**src/rtl/pwm_phase_scheduler_if.sv**
```systemverilog
// rtl/pwm_phase_scheduler_if.sv - phase command handshake between register block and scheduler
interface pwm_phase_scheduler_if #(
   parameter int PWM_CNT       = 4,
   parameter int PWM_CNT_WIDTH = 12
);
   localparam int CH_W = (PWM_CNT > 1) ? $clog2(PWM_CNT) : 1;

   logic                     cmd_valid;
   logic                     cmd_ready;
   logic [CH_W-1:0]          cmd_ch;
   logic [PWM_CNT_WIDTH-1:0] cmd_phase;
   logic                     cmd_last;

   modport master (output cmd_valid, cmd_ch, cmd_phase, cmd_last, input cmd_ready);
   modport slave  (input cmd_valid, cmd_ch, cmd_phase, cmd_last, output cmd_ready);
endinterface

```
**src/rtl/pwm_phase_scheduler.sv**
```systemverilog
// rtl/pwm_phase_scheduler.sv - queues phase commands and commits each group on a PWM period wrap
// Optional post-commit holdoff in period strobes is built with PWM_SCHED_HOLDOFF_EN.
module pwm_phase_scheduler #(
   parameter int PWM_CNT       = 4,
   parameter int PWM_CNT_WIDTH = 12,
   parameter int FIFO_DEPTH    = 8
) (
   input  logic                               clk,
   input  logic                               rst,
   input  logic                               enable_i,
   input  logic [PWM_CNT_WIDTH-1:0]           period_i,
   input  logic                               period_strobe_i,
   pwm_phase_scheduler_if.slave               cmd_if,
   output logic [PWM_CNT*PWM_CNT_WIDTH-1:0]   phase_out_o,
   output logic [PWM_CNT-1:0]                 phase_upd_o,
   output logic                               busy_o,
   output logic [$clog2(FIFO_DEPTH):0]        groups_pending_o,
   output logic                               err_overflow_o,
   output logic                               err_late_o,
`ifdef PWM_SCHED_HOLDOFF_EN
   input  logic [7:0]                         holdoff_i,
`endif
   input  logic                               clr_err_i
);
   localparam int W    = PWM_CNT_WIDTH;
   localparam int CH_W = (PWM_CNT > 1) ? $clog2(PWM_CNT) : 1;
   localparam int AW   = $clog2(FIFO_DEPTH);
   localparam int CW   = AW + 1;
   localparam logic [CW-1:0] DEPTH_C = CW'(FIFO_DEPTH);

   typedef enum logic [2:0] {
      S_IDLE,
      S_WAIT,
      S_APPLY,
`ifdef PWM_SCHED_HOLDOFF_EN
      S_HOLD,
`endif
      S_COMMIT
   } state_t;

   state_t state_q, state_d;

   logic [CH_W-1:0] fifo_ch_q    [FIFO_DEPTH];
   logic [W-1:0]    fifo_phase_q [FIFO_DEPTH];
   logic            fifo_last_q  [FIFO_DEPTH];
   logic [AW-1:0]   wr_ptr_q, rd_ptr_q;
   logic [CW-1:0]   level_q, groups_q;

   logic [W-1:0]       shadow_q [PWM_CNT];
   logic [W-1:0]       phase_q  [PWM_CNT];
   logic [PWM_CNT-1:0] touched_q, upd_q;
   logic               err_ovf_q, err_late_q;

   logic            ready, push, pop, commit, late_strobe, head_last;
   logic [CH_W-1:0] head_ch;
   logic [W-1:0]    head_phase, clamped;

`ifdef PWM_SCHED_HOLDOFF_EN
   logic [7:0] hold_cnt_q;
`endif

   assign ready            = (level_q != DEPTH_C);
   assign cmd_if.cmd_ready = ready;
   assign push             = cmd_if.cmd_valid && ready;
   assign pop              = (state_q == S_APPLY) && (level_q != '0);
   assign commit           = (state_q == S_COMMIT);
   assign late_strobe      = period_strobe_i && ((state_q == S_APPLY) || (state_q == S_COMMIT));

   assign head_ch    = fifo_ch_q[rd_ptr_q];
   assign head_phase = fifo_phase_q[rd_ptr_q];
   assign head_last  = fifo_last_q[rd_ptr_q];
   // A phase equal to or beyond the period would never match the counter, so pin it to the last tick.
   assign clamped    = (head_phase >= period_i) ? (period_i - W'(1)) : head_phase;

   always_comb begin
      state_d = state_q;
      case (state_q)
         S_IDLE:  if (enable_i && (groups_q != '0)) state_d = S_WAIT;
         S_WAIT: begin
            if (!enable_i)            state_d = S_IDLE;
            else if (period_strobe_i) state_d = S_APPLY;
         end
         S_APPLY: if (pop && head_last) state_d = S_COMMIT;
`ifdef PWM_SCHED_HOLDOFF_EN
         S_COMMIT: state_d = (holdoff_i != 8'd0) ? S_HOLD : S_IDLE;
         S_HOLD:   if (period_strobe_i && (hold_cnt_q <= 8'd1)) state_d = S_IDLE;
`else
         S_COMMIT: state_d = S_IDLE;
`endif
         default: state_d = S_IDLE;
      endcase
   end

   always_ff @(posedge clk) begin
      if (push) begin
         fifo_ch_q[wr_ptr_q]    <= cmd_if.cmd_ch;
         fifo_phase_q[wr_ptr_q] <= cmd_if.cmd_phase;
         fifo_last_q[wr_ptr_q]  <= cmd_if.cmd_last;
      end
   end

   always_ff @(posedge clk or posedge rst) begin
      if (rst) begin
         state_q    <= S_IDLE;
         wr_ptr_q   <= '0;
         rd_ptr_q   <= '0;
         level_q    <= '0;
         groups_q   <= '0;
         err_ovf_q  <= 1'b0;
         err_late_q <= 1'b0;
      end else begin
         state_q <= state_d;
         if (push) wr_ptr_q <= wr_ptr_q + AW'(1);
         if (pop)  rd_ptr_q <= rd_ptr_q + AW'(1);
         level_q <= level_q + CW'(push) - CW'(pop);
         case ({push && cmd_if.cmd_last, commit})
            2'b10:   groups_q <= groups_q + CW'(1);
            2'b01:   groups_q <= groups_q - CW'(1);
            default: groups_q <= groups_q;
         endcase
         if (clr_err_i) begin
            err_ovf_q  <= 1'b0;
            err_late_q <= 1'b0;
         end else begin
            if (cmd_if.cmd_valid && !ready) err_ovf_q  <= 1'b1;
            if (late_strobe)                err_late_q <= 1'b1;
         end
      end
   end

   // Shadow copies absorb a whole group; the visible phases only move together at commit.
   always_ff @(posedge clk or posedge rst) begin
      if (rst) begin
         touched_q <= '0;
         upd_q     <= '0;
         for (int i = 0; i < PWM_CNT; i++) begin
            shadow_q[i] <= '0;
            phase_q[i]  <= '0;
         end
      end else begin
         upd_q <= '0;
         if (pop) begin
            shadow_q[head_ch]  <= clamped;
            touched_q[head_ch] <= 1'b1;
         end
         if (commit) begin
            for (int i = 0; i < PWM_CNT; i++) begin
               if (touched_q[i]) phase_q[i] <= shadow_q[i];
            end
            upd_q     <= touched_q;
            touched_q <= '0;
         end
      end
   end

`ifdef PWM_SCHED_HOLDOFF_EN
   always_ff @(posedge clk or posedge rst) begin
      if (rst) begin
         hold_cnt_q <= 8'd0;
      end else if (commit) begin
         hold_cnt_q <= holdoff_i;
      end else if ((state_q == S_HOLD) && period_strobe_i && (hold_cnt_q != 8'd0)) begin
         hold_cnt_q <= hold_cnt_q - 8'd1;
      end
   end
`endif

   for (genvar g = 0; g < PWM_CNT; g++) begin : g_phase
      assign phase_out_o[g*W +: W] = phase_q[g];
   end

   assign phase_upd_o      = upd_q;
   assign busy_o           = (state_q != S_IDLE);
   assign groups_pending_o = groups_q;
   assign err_overflow_o   = err_ovf_q;
   assign err_late_o       = err_late_q;
endmodule

```
**src/flat_wrapper.sv**
```systemverilog
// flat-port wrapper written by rule: the top's interface ports become plain ports
module pwm_phase_scheduler_flat 
#(
   parameter int PWM_CNT       = 4,
   parameter int PWM_CNT_WIDTH = 12,
   parameter int FIFO_DEPTH    = 8
)
  (clk, rst, enable_i, period_i, period_strobe_i, phase_out_o, phase_upd_o, busy_o, groups_pending_o, err_overflow_o, err_late_o, clr_err_i, cmd_if_cmd_valid, cmd_if_cmd_ch, cmd_if_cmd_phase, cmd_if_cmd_last, cmd_if_cmd_ready);
  pwm_phase_scheduler_if #(.PWM_CNT(PWM_CNT), .PWM_CNT_WIDTH(PWM_CNT_WIDTH)) cmd_if_i ();
  input  logic clk;
  input  logic rst;
  input  logic enable_i;
  input  logic [PWM_CNT_WIDTH-1:0] period_i;
  input  logic period_strobe_i;
  output logic [PWM_CNT*PWM_CNT_WIDTH-1:0] phase_out_o;
  output logic [PWM_CNT-1:0] phase_upd_o;
  output logic busy_o;
  output logic [$clog2(FIFO_DEPTH):0] groups_pending_o;
  output logic err_overflow_o;
  output logic err_late_o;
  input  logic clr_err_i;
  input wire logic [$bits(cmd_if_i.cmd_valid)-1:0] cmd_if_cmd_valid;
  input wire logic [$bits(cmd_if_i.cmd_ch)-1:0] cmd_if_cmd_ch;
  input wire logic [$bits(cmd_if_i.cmd_phase)-1:0] cmd_if_cmd_phase;
  input wire logic [$bits(cmd_if_i.cmd_last)-1:0] cmd_if_cmd_last;
  output wire logic [$bits(cmd_if_i.cmd_ready)-1:0] cmd_if_cmd_ready;
  assign cmd_if_i.cmd_valid = cmd_if_cmd_valid;
  assign cmd_if_i.cmd_ch = cmd_if_cmd_ch;
  assign cmd_if_i.cmd_phase = cmd_if_cmd_phase;
  assign cmd_if_i.cmd_last = cmd_if_cmd_last;
  assign cmd_if_cmd_ready = cmd_if_i.cmd_ready;
  pwm_phase_scheduler #(.PWM_CNT(PWM_CNT), .PWM_CNT_WIDTH(PWM_CNT_WIDTH), .FIFO_DEPTH(FIFO_DEPTH)) u_core (.clk(clk), .rst(rst), .enable_i(enable_i), .period_i(period_i), .period_strobe_i(period_strobe_i), .cmd_if(cmd_if_i), .phase_out_o(phase_out_o), .phase_upd_o(phase_upd_o), .busy_o(busy_o), .groups_pending_o(groups_pending_o), .err_overflow_o(err_overflow_o), .err_late_o(err_late_o), .clr_err_i(clr_err_i));
endmodule
```
**config.mk**
```make
export PLATFORM = sky130hd
export DESIGN_NAME = pwm_phase_scheduler_flat
export DESIGN_NICKNAME = d
export VERILOG_FILES = /design/src/rtl/pwm_phase_scheduler_if.sv /design/src/rtl/pwm_phase_scheduler.sv /design/src/flat_wrapper.sv
export SDC_FILE = /design/constraint.sdc
export NUM_CORES = 1
export LEC_CHECK = 0
export ABC_AREA = 1
export CAP_MARGIN = 10
export CORE_UTILIZATION = 33
export DETAILED_ROUTE_END_ITERATION = 8
export SLEW_MARGIN = 20
export SYNTH_ARGS = -nofsm -noshare
export SYNTH_HDL_FRONTEND = slang
export SYNTH_SLANG_ARGS = --single-unit
```
**constraint.sdc**
```tcl
create_clock -name clk -period 4.8 [get_ports clk]
set_input_delay 1.2 -clock clk [delete_from_list [all_inputs] [get_ports clk]]
set_output_delay 1.2 -clock clk [all_outputs]
set_load 0.05 [all_outputs]
```
== Word-level counts from Yosys, hierarchy flattened ==
Memories as Yosys holds them, arrays and structs flattened.
Cells that the tools add are included.

* RAM bits: 120
* Memory bits (read-only): 0
* Bits in registers: 123
* Bits in latches: 0
* Logic and storage cells: 88
* Output and inout port bits: 60
* Input port bits: 33
* Memories kept: 3

{| class="wikitable"
|+ Memory list
! memory !! depth !! bits a word !! read ports !! clocked after memory_dff !! write ports !! RTL line !! source
|-
| u_core.fifo_phase_q || 8 || 12 || 1 || 0 || 1 || pwm_phase_scheduler.sv:44 || <nowiki>logic [W-1:0] fifo_phase_q [FIFO_DEPTH];</nowiki>
|-
| u_core.fifo_ch_q || 8 || 2 || 1 || 0 || 1 || pwm_phase_scheduler.sv:43 || <nowiki>logic [CH_W-1:0] fifo_ch_q [FIFO_DEPTH];</nowiki>
|-
| u_core.fifo_last_q || 8 || 1 || 1 || 0 || 1 || pwm_phase_scheduler.sv:45 || <nowiki>logic fifo_last_q [FIFO_DEPTH];</nowiki>
|}

* $mul: 0
* Shift-type cells: 0
* Divide/modulo/power cells: 0
* Bitwise gates (word level): 2
* Order comparisons: 5
* $add $sub $neg: 7
* Equal/unequal tests: 9
* Multiplexer cells: 21
* Reduce and logical (&&, ||, !) cells: 24

{| class="wikitable"
|+ Operators by type and width
! kind !! count
|-
| $bwmux W48 || 1
|-
| $demux W12 S2 || 1
|-
| $mux W12 || 2
|-
| $ge A12 B12 Y1 || 1
|-
| $mux W3 || 4
|-
| $mux W4 || 3
|-
| $sub A12 B1 Y12 const B || 1
|-
| $logic_and A1 B1 Y1 || 9
|-
| $pmux W3 S3 || 1
|-
| $pmux W4 S2 || 1
|-
| $reduce_and A2 Y1 || 4
|-
| $reduce_bool A2 Y1 || 4
|-
| $reduce_bool A4 Y1 || 2
|-
| $mux W1 || 7
|-
| $add A3 B1 Y3 const B || 2
|-
| $eq A3 B2 Y1 const B || 2
|-
| $add A4 B1 Y4 || 1
|-
| $add A4 B1 Y4 const B || 1
|-
| $ne A4 B4 Y1 const B || 1
|-
| $or A4 B4 Y4 || 1
|-
| $sub A4 B1 Y4 || 1
|-
| $sub A4 B1 Y4 const B || 1
|-
| $eq A3 B1 Y1 const B || 1
|-
| $ge A3 B3 Y1 const B || 1
|-
| other kinds (15) || 15
|}

== Longest topological paths before layout ==
Gate-level depths: netlist of run 1.
An unclocked memory read counts as a cell.

* Depth after elaboration: 8
* Gate-level depth with buffers: 21
* Depth with buffers taken out: 18

== Worst setup path after synthesis of run 1 ==
OpenSTA, ideal clock, no wires.

* Kind: input -> register
* Start: input cmd_if_cmd_valid
* End: register u_core.groups_q[3], in the netlist u_core.groups_pending_o[3]
* Stages on the path: 9
* Data required time: 4675 ps
* Data arrival time: 2637 ps
* Setup slack: 2038 ps
* Path buffers: 0
* Library setup time: 125 ps
* Cells stage by stage: nand2_1 -> inv_1 -> nand2_1 -> ha_1 -> ha_1 -> a21oi_1 -> o21ai_0 -> xor2_1 -> mux2_2

* Word-level cells in the longest chain between the ends: 4
* Elaborated cells on any way between the ends: 6
* Those cells by class: 2 x eq/ne; 1 x mux; 3 x reduce/logical

{| class="wikitable"
|+ Ends and longest elaborated chain
! what !! RTL line !! source
|-
| start, declared || flat_wrapper.sv:22 || <nowiki>input wire logic [$bits(cmd_if_i.cmd_valid)-1:0] cmd_if_cmd_valid;</nowiki>
|-
| $logic_and A1 B1 Y1 (*) || pwm_phase_scheduler.sv:64 || <nowiki>assign push = cmd_if.cmd_valid && ready;</nowiki>
|-
| named net u_core.push || pwm_phase_scheduler.sv:54 || <nowiki>logic ready, push, pop, commit, late_strobe, head_last;</nowiki>
|-
| $logic_and A1 B1 Y1 (*) || pwm_phase_scheduler.sv:116 || <nowiki>case ({push && cmd_if.cmd_last, commit})</nowiki>
|-
| $eq A2 B1 Y1 or $eq A2 B2 Y1 (tied branches) || pwm_phase_scheduler.sv:116 ||
|-
| $pmux W4 S2 or $reduce_bool A2 Y1 (tied branches) || n/a ||
|-
| end signal, assigned || pwm_phase_scheduler.sv:117 || <nowiki>2'b10: groups_q <= groups_q + CW'(1);</nowiki>
|-
| end signal, assigned || pwm_phase_scheduler.sv:118 || <nowiki>2'b01: groups_q <= groups_q - CW'(1);</nowiki>
|-
| end signal, assigned || pwm_phase_scheduler.sv:119 || <nowiki>default: groups_q <= groups_q;</nowiki>
|-
| end, declared || pwm_phase_scheduler.sv:47 || <nowiki>logic [CW-1:0] level_q, groups_q;</nowiki>
|}

Mark *: on every way through the listed nets, which the timed path passes. The rest lies on a longest branch.
A chain may end at the register's enable or synchronous reset.

== Final worst setup path of run 1 ==
* Start: register u_core.rd_ptr_q[0]
* End: register u_core.shadow_q[31] (netlist name)

* Word-level cells in the longest chain between the ends: 7
* Elaborated cells on any way between the ends: 11
* Those cells by class: 3 x order compare; 4 x mux; 1 x bitwise; 1 x reduce/logical; 2 x memory

{| class="wikitable"
|+ Ends and longest elaborated chain
! what !! RTL line !! source
|-
| start, declared || pwm_phase_scheduler.sv:46 || <nowiki>logic [AW-1:0] wr_ptr_q, rd_ptr_q;</nowiki>
|-
| start signal, assigned || pwm_phase_scheduler.sv:114 || <nowiki>if (pop) rd_ptr_q <= rd_ptr_q + AW'(1);</nowiki>
|-
| branches (longest 6 deep; another with $mem_v2 Z8 W12) || n/a ||
|-
| $bwmux W48 (*) || pwm_phase_scheduler.sv:143 || <nowiki>shadow_q[head_ch] <= clamped;</nowiki>
|-
| end signal, assigned by index || pwm_phase_scheduler.sv:143 ||
|-
| end, declared || pwm_phase_scheduler.sv:49 || <nowiki>logic [W-1:0] shadow_q [PWM_CNT];</nowiki>
|}

Mark *: on every way between the ends.

==> summary.txt, run 1 <==
=================================================================================
Clock latency of the later-clocked register in the worst-skew pair         520 ps
Cell area after synthesis                                               10800 um2
Leak                                                                      6.19 nW
Fin cells                                                                    1728
Warnings from Yosys                                                             0
H-tree lvl count                                                                1
Wire length of the first global-routing pass                             40800 um
Power per standard cell area                                           697 nW/um2
Average via count per standard cell                                          4.52
Total length of routed met2 wires                                        12000 um
Synth top area cells                                                 sky130_fd_sc_hd__edfxtp_1, sky130_fd_sc_hd__dfrtp_1, sky130_fd_sc_hd__nand2_1, sky130_fd_sc_hd__nand3_1, sky130_fd_sc_hd__inv_1
GR Util All Layers                                                          0.155
Worst min-delay path class                                           flop to flop
Finished layout cell area                                               13100 um2
Antenna Violating Nets Remaining                                                0
CTS Buf Count                                                                  27
Die Footprint                                                           33500 um2
Synthesized flop and latch total                                              242
Slew at the pin closest to its max-slew limit                             1100 ps
Final critical-path required period                                       3350 ps
CTS Root Buffer Type                                                 sky130_fd_sc_hd__clkbuf_16
Drt total wl                                                             25500 um
Avg Inst Size Synth                                                      9.16 um2
Final critical-path setup slack                                           1450 ps
Syn_nets                                                                     1239
Worst path max stage delay                                                 440 ps
Top FF cell, synth                                                   sky130_fd_sc_hd__dfrtp_1
Maximum clock frequency                                                   299 MHz
Unrepaired setup endpoints after global routing                                no
Instance area after placement                                           12200 um2
Core box area                                                           31900 um2
Setup TNS                                                                    0 ps
Total placed cells including tap cells                                       1682
CTS sink count                                                                242
Vias in the first global route                                               7434
Chip Width                                                                 183 um
Async set-or-reset flop fraction in the synthesized netlist                 0.504
Arrival time reported for the critical path endpoint                      3750 ps
Pin count of the biggest net entering global routing                           75
Largest clock skew in the final design                                    12.0 ps
Worst Path Required                                                       5210 ps
Hold Vio Cnt, Final                                                             0
Crit path buffers/inverters                                                     3
Rows                                                                           65
Endpoints failing setup                                                         0
Routed len/inst                                                           14.7 um
Commonest non-fill, non-tap cell in the layout                       sky130_fd_sc_hd__nand2_1
Post-route total power                                                    9.11 mW
M1 WL                                                                    11500 um
DPL Wire Length                                                          16900 um
Fin nets                                                                     1335
Post-CTS setup buffers                                                          0
Final critical-path share of the clock period                               0.697
Resized cells post-CTS                                                          0
Vias post-DR                                                                 7812
WL met3                                                                   1370 um
Pins over their slew limit                                                      0
Cells along the critical path                                        inv_1 > buf_4 > nand2_1 > nand3_1 > nand3_1 > nand2_1 > inv_1 > ha_1 > nand2_1 > nand2_1 > nand2_1 > nand2_1 > a21oi_1 > nand2_1 > nand2_1 > nand2_1 > nand2_1 > nand2_1
Drc violations                                                                  0
Relative slew slack                                                         0.268
Commonest non-fill, non-tap cells in the layout                      sky130_fd_sc_hd__nand2_1, sky130_fd_sc_hd__inv_1, sky130_fd_sc_hd__dfrtp_1
Gate Count Post-Synth                                                        1180
Effective utilization at floorplan                                          0.339
Fraction of synthesized cell area taken by the top area cell type           0.334
Bufs on Longest Clock Path                                                      3
Post-synthesis sequential area ratio                                        0.616
Final Hold Slack                                                           468 ps
Clock tree from TritonCTS                                                   built
Slowest stage cell, crit path                                        sky130_fd_sc_hd__inv_1
Highest net fanout along the worst path                                        22
Cell taking the most area after synthesis                            sky130_fd_sc_hd__edfxtp_1
Kind of cell adding the most delay to the critical path              simple AND/OR/NAND/NOR gates
Initial antenna violation count                                                 0
Utilization after layout                                                    0.410
Global route overflow                                                           0
Setup slack after placement                                               1350 ps
Number of top-level design ports                                               93
Setup CP Type                                                        flop to flop
N_diodes                                                                        0
Number of hold buffers added after CTS                                          0
Critical Path Source Type                                                    flop
Max IR drop VDD                                                          0.310 mV
Post-synth EDFFs                                                              120
Clock-pin transition on the worst setup and hold timing paths               60 ps
Length of the first detailed-routing pass in iterations                         4
Distinct cells, synth                                                          31
Area Overhead vs Synth                                                      21.1%
Count of input and output buffers                                              92
Layout cells sized above 1                                                 0.0634
Starting DRT DRC Count                                                        457
Die Y                                                                      183 um
Most common cell type on the critical path                           sky130_fd_sc_hd__nand2_1
Max-Cap Viols                                                                   0
DR top layer                                                                 met4
Run status                                                           finished clean
Routability congestion estimate from global placement                       0.865
Crit. End Element                                                            flop
=================================================================================
-- worst paths after layout --
check                           slack [ps]                    from  cells past startpoint                endpoint
worst min register to register         470  u_core.phase_out_o[36]                      2  u_core.phase_out_o[36]
worst min-delay path                   470  u_core.phase_out_o[36]                      2  u_core.phase_out_o[36]
worst max-delay path                  1450      u_core.rd_ptr_q[0]                     18     u_core.shadow_q[31]
max in group asynchronous             2740                     rst                      3     u_core.shadow_q[32]
min in group asynchronous             1260                     rst                      2  u_core.phase_out_o[34]
worst max register to register        1450      u_core.rd_ptr_q[0]                     18     u_core.shadow_q[31]
-- logic make-up after synthesis --
logic type               count (synthesis)  share of synthesized area
XOR/XNOR                                14                     0.0113
multiplexers                             1                    0.00104
buffers and inverters                  178                     0.0680
adder cells (fa/ha/maj)                 26                     0.0315
AND/OR/NAND/NOR                        698                      0.259
flip-flops                             242                      0.616
AO/OA/AOI/OAI                           21                     0.0126
-- layout make-up --
| type | count | area [um2] |
|---|---|---|
| multi-input combinational | 760 | 3430 |
| inverter | 137 | 517 |
| timing repair buffer | 108 | 1050 |
| sequential | 242 | 6660 |
| clock buffer | 35 | 726 |
| tap | 435 | 544 |
| fill | 3151 | 18800 |
| clock inverter | 11 | 154 |
-- report_power, final --
part           leakage [nW]  switching (mW)  total (mW)  internal (mW)
Sequential             2.59           0.354        3.18           2.82
Combinational          3.17            2.69        3.88           1.18
Clock                 0.427           0.791        2.06           1.27
-- state kept, by name, indices dropped and copies added (netlist names), 2 cells and up --
| signal | cells |
|---|---|
| u_core.level_q | 4 |
| u_core.rd_ptr_q | 3 |
| u_core.phase_out_o | 48 |
| u_core.touched_q | 4 |
| u_core.shadow_q | 48 |
| u_core.groups_pending_o | 4 |
| u_core.wr_ptr_q | 3 |
| u_core.fifo_phase_q | 96 |
| u_core.fifo_last_q | 8 |
| u_core.state_q | 2 |
| u_core.fifo_ch_q | 16 |
| u_core.phase_upd_o | 4 |
-- Yosys cell counts, drive strengths merged (4+ instances only) --
master  instances
xnor2           4
edfxtp        120
buf            30
xor2           10
ha             24
o21ai           8
nor2           35
dfrtp         122
clkbuf         11
nand3         110
a21oi          10
nand2         550
inv           136
-- tightest hold or removal path: stages, from the launching register on --
cell	delay [ps]
sky130_fd_sc_hd__dfrtp_1	340
sky130_fd_sc_hd__nand2_1	50
sky130_fd_sc_hd__nand2_1	40
-- layer usage --
metal  track usage  vias up
met5             0        -
met4        0.0433        0
met3        0.0207       43
met2         0.257      203
met1         0.212     3684
li1              -     3882
No activity file was read; power rests on OpenSTA's default activity.
==> inputs of run 2 (changes only) <==
==> constraint.sdc (replaced) <==
create_clock -name clk -period 2.7 [get_ports clk]
set_input_delay 0.675 -clock clk [delete_from_list [all_inputs] [get_ports clk]]
set_output_delay 0.675 -clock clk [all_outputs]
set_load 0.05 [all_outputs]
==> summary.txt, run 2 (synthesis results as in run 1) <==
==================================================================================
Routed len/inst                                                            14.5 um   -1.3%
Clock latency of the later-clocked register in the worst-skew pair          520 ps   about the same
Flip-flop count of the largest register, all copies and words added             96   unchanged
Register-to-Register Setup Slack                                             70 ps   -1390 ps
Layout cells sized above 1                                                   0.144   +0.0803
CTS Buf Count                                                                   27   unchanged
Worst reg2reg path depth                                                        20   +2
Slew at the pin closest to its max-slew limit                               639 ps   -457 ps
H-tree lvl count                                                                 1   unchanged
Worst Hold Depth                                                                 2   unchanged
Worst reg2reg path endpoint                                           u_core.shadow_q[36]
Launch instance of the worst register-to-register path                u_core.rd_ptr_q[0]
Die Footprint                                                            33500 um2   unchanged
GR Util All Layers                                                           0.157   +0.00201
Wire length of the first global-routing pass                              41300 um   +1.4%
Vias in the first global route                                                7765   +4.5%
Max IR drop VDD                                                           0.707 mV   +130%
Pin count of the biggest net entering global routing                           123   +64%
Routability congestion estimate from global placement                        0.909   +5.1%
Highest net fanout along the worst path                                          8   -64%
Max-Cap Viols                                                                    0   unchanged
Count of input and output buffers                                               92   unchanged
Final critical-path share of the clock period                                0.975   +0.278
Antenna Violating Nets Remaining                                                 0   unchanged
DPL Wire Length                                                           17100 um   +1.6%
Global route overflow                                                            0   unchanged
Vias post-DR                                                                  8029   +2.8%
Combined flip-flop and latch cell area                                    6660 um2   about the same
Largest clock skew in the final design                                     8.19 ps   -3.78 ps
Pins over their slew limit                                                       0   unchanged
Maximum clock frequency                                                    380 MHz   +27%
CTS sink count                                                                 242   unchanged
Worst min-delay path endpoint                                         u_core.phase_out_o[43]
Run status                                                            finished clean
Area used by multi-input combinational logic                              3700 um2   +7.9%
Worst min-delay path class                                            flop to flop
Setup CP Type                                                         flop to flop
Clock tree from TritonCTS                                                    built
Commonest non-fill, non-tap cell in the layout                        sky130_fd_sc_hd__nand2_1
CTS Root Buffer Type                                                  sky130_fd_sc_hd__clkbuf_16
Commonest non-fill, non-tap cells in the layout                       sky130_fd_sc_hd__nand2_1, sky130_fd_sc_hd__inv_1, sky130_fd_sc_hd__dfrtp_1
Final critical-path required period                                        2630 ps   -712 ps
Source of the worst hold timing path                                  u_core.phase_out_o[43]
Initial antenna violation count                                                  0   unchanged
Arrival time reported for the critical path endpoint                       3090 ps   -660 ps
Average via count per standard cell                                           4.50   -0.50%
Fin nets                                                                      1390   +4.1%
Unrepaired setup endpoints after global routing                                yes
Rows                                                                            65   unchanged
N_diodes                                                                         0   unchanged
Power per standard cell area                                           1260 nW/um2   +81%
Crit. End Element                                                             flop
Endpoints failing setup                                                          0   unchanged
Leak                                                                       6.60 nW   +6.7%
Relative slew slack                                                          0.574   +0.306
Drt total wl                                                              26000 um   +1.9%
Hold Vio Cnt, Final                                                              0   unchanged
Number of fillers in the final layout                                         3069   -2.6%
Critical Path Source Type                                                     flop
Area Overhead vs Synth                                                       29.1%
Chip Width                                                                  183 um   unchanged
Length of the first detailed-routing pass in iterations                          5   +1
Utilization after layout                                                     0.438   +0.0272
Effective utilization at floorplan                                           0.339   unchanged
Number of hold buffers added after CTS                                           0   unchanged
Register with the most flip-flops                                     u_core.fifo_phase_q
Worst Path Required                                                        3160 ps   -2050 ps
Clock-pin transition on the worst setup and hold timing paths                60 ps   about the same
Die Y                                                                       183 um   unchanged
Bufs on Longest Clock Path                                                       3   unchanged
Setup TNS                                                                     0 ps   unchanged
Drc violations                                                                   0   unchanged
Starting DRT DRC Count                                                         560   +23%
Start point of the critical path                                      u_core.rd_ptr_q[0]
Core box area                                                            31900 um2   unchanged
Number of top-level design ports                                                93   unchanged
==================================================================================
==> run 2: area by class of cell <==
type,count,area share
sequential,242,0.477
multi-input combinational,760,0.265
timing repair buffer,163,0.117
clock buffer,36,0.0552
tap,435,0.0390
inverter,137,0.0375
clock inverter,12,0.00825
==> run 2: worst max-delay path by stage <==
stage                                      end
floorplan           u_core.groups_pending_o[3]
global route               u_core.shadow_q[12]
detailed placement  u_core.groups_pending_o[3]
global placement           u_core.shadow_q[43]
finish                     u_core.shadow_q[36]
CTS                         u_core.shadow_q[9]
==> run 2: critical path, cell delays in order, from the launching register on <==
cell and delay [ps]:
sky130_fd_sc_hd__dfrtp_2 440, sky130_fd_sc_hd__clkinv_4 140, sky130_fd_sc_hd__buf_12 150, sky130_fd_sc_hd__clkbuf_16 150, sky130_fd_sc_hd__nand2_1 50, sky130_fd_sc_hd__nand2_1 40
sky130_fd_sc_hd__nand2_1 70, sky130_fd_sc_hd__nand3_2 110, sky130_fd_sc_hd__nand2_4 110, sky130_fd_sc_hd__inv_1 50, sky130_fd_sc_hd__ha_1 170, sky130_fd_sc_hd__nand2_1 60
sky130_fd_sc_hd__nand2_1 50, sky130_fd_sc_hd__nand2_1 80, sky130_fd_sc_hd__nand2_2 70, sky130_fd_sc_hd__a21oi_4 220, sky130_fd_sc_hd__nand2_2 120, sky130_fd_sc_hd__buf_6 160
sky130_fd_sc_hd__nand2_2 110, sky130_fd_sc_hd__nand3_2 100, sky130_fd_sc_hd__nand2_1 110
==> run 2: metal layers <==
layer	wire length, um	track usage	up-vias
li1	-	-	3995
met1	11500	0.210	3787
met2	12400	0.263	205
met3	1370	0.0260	42
met4	640	0.0413	0
met5	0	0	-
==> run 2: power breakdown <==
group	switching [mW]	total, mW	internal, mW
combinational	5.35	8.32	2.97
clock	1.42	3.60	2.18
sequential	0.612	5.63	5.02
total	7.38	17.6	10.2
==> run 2: repair_timing <==
action	in CTS	in global routing
endpoints found under the setup margin	8	48
setup buffers	0	2
cloned	0	5
pin swaps	0	17
resized for setup	4	88
==> run 2: through the flow <==
step           hold slack, ps  std cells  power (mW)  setup slack [ps]  instance area (um2)
2_1_floorplan             449       1180        10.4              75.2                10800
3_3_place_gp              454       1730        13.0             -49.8                12600
3_5_place_dp              458       1730        13.1             -60.2                12600
4_1_cts                   470       1778        16.8              13.4                13500
5_1_grt                   480       1785        18.7              -133                14000
6_report                  466       1785        17.6              66.5                14000
==> inputs of run 3 (changes only) <==
--- a/config.mk
+++ b/config.mk
@@ -9,6 +9,7 @@
 export CAP_MARGIN = 10
 export CORE_UTILIZATION = 33
 export DETAILED_ROUTE_END_ITERATION = 8
+export PLACE_DENSITY_LB_ADDON = 0.15
 export SLEW_MARGIN = 20
 export SYNTH_ARGS = -nofsm -noshare
 export SYNTH_HDL_FRONTEND = slang
==> summary.txt, run 3 (synthesis results as in run 1) <==
==================================================================================
Leak                                                                       6.59 nW   -0.25%
Maximum clock frequency                                                    385 MHz   +1.4%
Largest clock skew in the final design                                     8.56 ps   +0.366 ps
Slowest stage cell, crit path                                         sky130_fd_sc_hd__dfrtp_2
Core box area                                                            31900 um2   unchanged
Clock latency of the later-clocked register in the worst-skew pair          530 ps   about the same
Antenna Violating Nets Remaining                                                 0   unchanged
Initial antenna violation count                                                  0   unchanged
Total placed cells including tap cells                                        1733   +0.17%
Rows                                                                            65   unchanged
GR Util All Layers                                                           0.162   +0.00546
Flip-flop count of the largest register, all copies and words added             96   unchanged
Kind of cell adding the most delay to the critical path               simple AND/OR/NAND/NOR gates
Unrepaired setup endpoints after global routing                                yes
Vias in the first global route                                                7609   -2.0%
Bufs on Longest Clock Path                                                       3   unchanged
DPL Wire Length                                                           17800 um   +3.7%
Max IR drop VDD                                                           0.596 mV   -16%
Starting DRT DRC Count                                                         455   -19%
Average via count per standard cell                                           4.46   -0.90%
Layout cells sized above 1                                                   0.140   -0.00410
Run status                                                            finished clean
Register with the most flip-flops                                     u_core.fifo_phase_q
Chip Width                                                                  183 um   unchanged
Setup CP Type                                                         flop to flop
Clock tree from TritonCTS                                                    built
Most common cell type on the critical path                            sky130_fd_sc_hd__nand2_1
Power per standard cell area                                           1250 nW/um2   -0.77%
Effective utilization at floorplan                                           0.339   unchanged
Final critical-path share of the clock period                                0.962   -0.0131
Commonest non-fill, non-tap cell in the layout                        sky130_fd_sc_hd__nand2_1
Drc violations                                                                   0   unchanged
Arrival time reported for the critical path endpoint                       3010 ps   -80 ps
Relative slew slack                                                          0.581   +0.00658
Commonest non-fill, non-tap cells in the layout                       sky130_fd_sc_hd__nand2_1, sky130_fd_sc_hd__inv_1, sky130_fd_sc_hd__dfrtp_1
N_diodes                                                                         0   unchanged
Slew at the pin closest to its max-slew limit                               628 ps   -10.6 ps
Max-Cap Viols                                                                    0   unchanged
Drt total wl                                                              26800 um   +3.2%
Finished layout cell area                                                13900 um2   about the same
Crit. End Element                                                             flop
Pins over their slew limit                                                       0   unchanged
Instance area after placement                                            12700 um2   +0.49%
Utilization after layout                                                     0.437   about the same
Cells along the critical path                                         clkinv_4 > buf_12 > buf_16 > nand2_1 > nand3_1 > nand2_1 > nand2_1 > nand2_2 > ha_1 > nand2_1 > nor2_4 > buf_4 > a21oi_4 > buf_4 > nand3_1 > nand3_1 > nand2_1
Highest net fanout along the worst path                                         16   +8
Fin cells                                                                     1796   +0.62%
Fin nets                                                                      1398   +0.58%
CTS Buf Count                                                                   28   +3.7%
Global route overflow                                                            0   unchanged
Number of top-level design ports                                                93   unchanged
Die Footprint                                                            33500 um2   unchanged
Area Overhead vs Synth                                                       29.1%   about the same
CTS Root Buffer Type                                                  sky130_fd_sc_hd__clkbuf_16
CTS sink count                                                                 242   unchanged
Critical Path Source Type                                                     flop
Endpoints failing setup                                                          0   unchanged
Setup TNS                                                                     0 ps   unchanged
Count of input and output buffers                                               92   unchanged
Pin count of the biggest net entering global routing                            50   -59%
Length of the first detailed-routing pass in iterations                          5   unchanged
Die Y                                                                       183 um   unchanged
Clock-pin transition on the worst setup and hold timing paths                60 ps   about the same
Final critical-path required period                                        2600 ps   -35.4 ps
Hold Vio Cnt, Final                                                              0   unchanged
Crit path buffers/inverters                                                      5   unchanged
Wire length of the first global-routing pass                              42400 um   +2.7%
Worst path max stage delay                                                  470 ps   +30 ps
H-tree lvl count                                                                 1   unchanged
Routability congestion estimate from global placement                        0.837   -8.0%
Worst Path Required                                                        3120 ps   -40 ps
Vias post-DR                                                                  8006   -0.29%
Worst min-delay path class                                            flop to flop
Number of hold buffers added after CTS                                           0   unchanged
Post-route total power                                                     17.4 mW   -0.82%
Routed len/inst                                                            14.9 um   +2.6%
==================================================================================
[run 3: changes by cell type in the layout (fill, tap and decap cells not counted), moves of 3 or more]
| cell | before | now |
|---|---|---|
| sky130_fd_sc_hd__buf_12 | 10 | 13 |
| sky130_fd_sc_hd__buf_4 | 53 | 59 |
| sky130_fd_sc_hd__clkbuf_1 | 3 | 6 |
| sky130_fd_sc_hd__clkbuf_8 | 6 | 3 |
| sky130_fd_sc_hd__nand2_1 | 509 | 522 |
| sky130_fd_sc_hd__nand2_2 | 28 | 24 |
| sky130_fd_sc_hd__nand2_4 | 12 | 4 |
[run 3: repair_timing]
item,4_1_cts,5_1_grt
gates resized for setup,12,56
setup endpoints to repair,47,48
pin swaps,0,10
cloned,1,3
setup buffers,0,7
[run 3: per-stage QoR]
step / hold WS, ps / worst slack (ps)
after floorplan: 449 / 75.2
after global placement: 454 / -116
after detailed placement: 458 / -120
after CTS: 474 / 16.9
after global routing: 485 / -49.9
final: 468 / 102
[run 3: layout make-up]
class                   count  area, um2
flip-flops and latches    242       6660
clock inverters            14       73.8
inverters                 137        523
repair buffers            170       1730
fillers                  3129      17900
multi-input cells         760       3620
well taps                 435        544
clock buffers              38        790
[run 3: final timing paths]
kind	slack, ps	to	startpoint	cells past startpoint
max	100	u_core.shadow_q[17]	u_core.rd_ptr_q[0]	17
min	470	u_core.phase_out_o[32]	u_core.phase_out_o[32]	2
max reg2reg	100	u_core.shadow_q[17]	u_core.rd_ptr_q[0]	17
min reg2reg	470	u_core.phase_out_o[32]	u_core.phase_out_o[32]	2
max in group asynchronous	1510	u_core.rd_ptr_q[0]	rst	3
min in group asynchronous	590	u_core.phase_out_o[33]	rst	3
[run 3: metal layers]
layer,vias up,part of all wire,GRT usage
li1,4026,-,-
met4,0,0.028,0.0483
met2,165,0.48,0.268
met5,-,0,0
met3,48,0.037,0.0234
met1,3767,0.46,0.221
[run 3: report_power, final]
| group | total, mW | switching [mW] | internal [mW] |
|---|---|---|---|
| combinational | 8.26 | 5.24 | 3.02 |
| sequential | 5.64 | 0.618 | 5.02 |
| clock | 3.51 | 1.47 | 2.04 |
| total | 17.4 | 7.33 | 10.1 |
[run 3: worst min-delay path, cell delays in order (launching register included)]
cell and delay [ps]:
sky130_fd_sc_hd__dfrtp_1 340, sky130_fd_sc_hd__nand2_1 50, sky130_fd_sc_hd__nand2_1 40
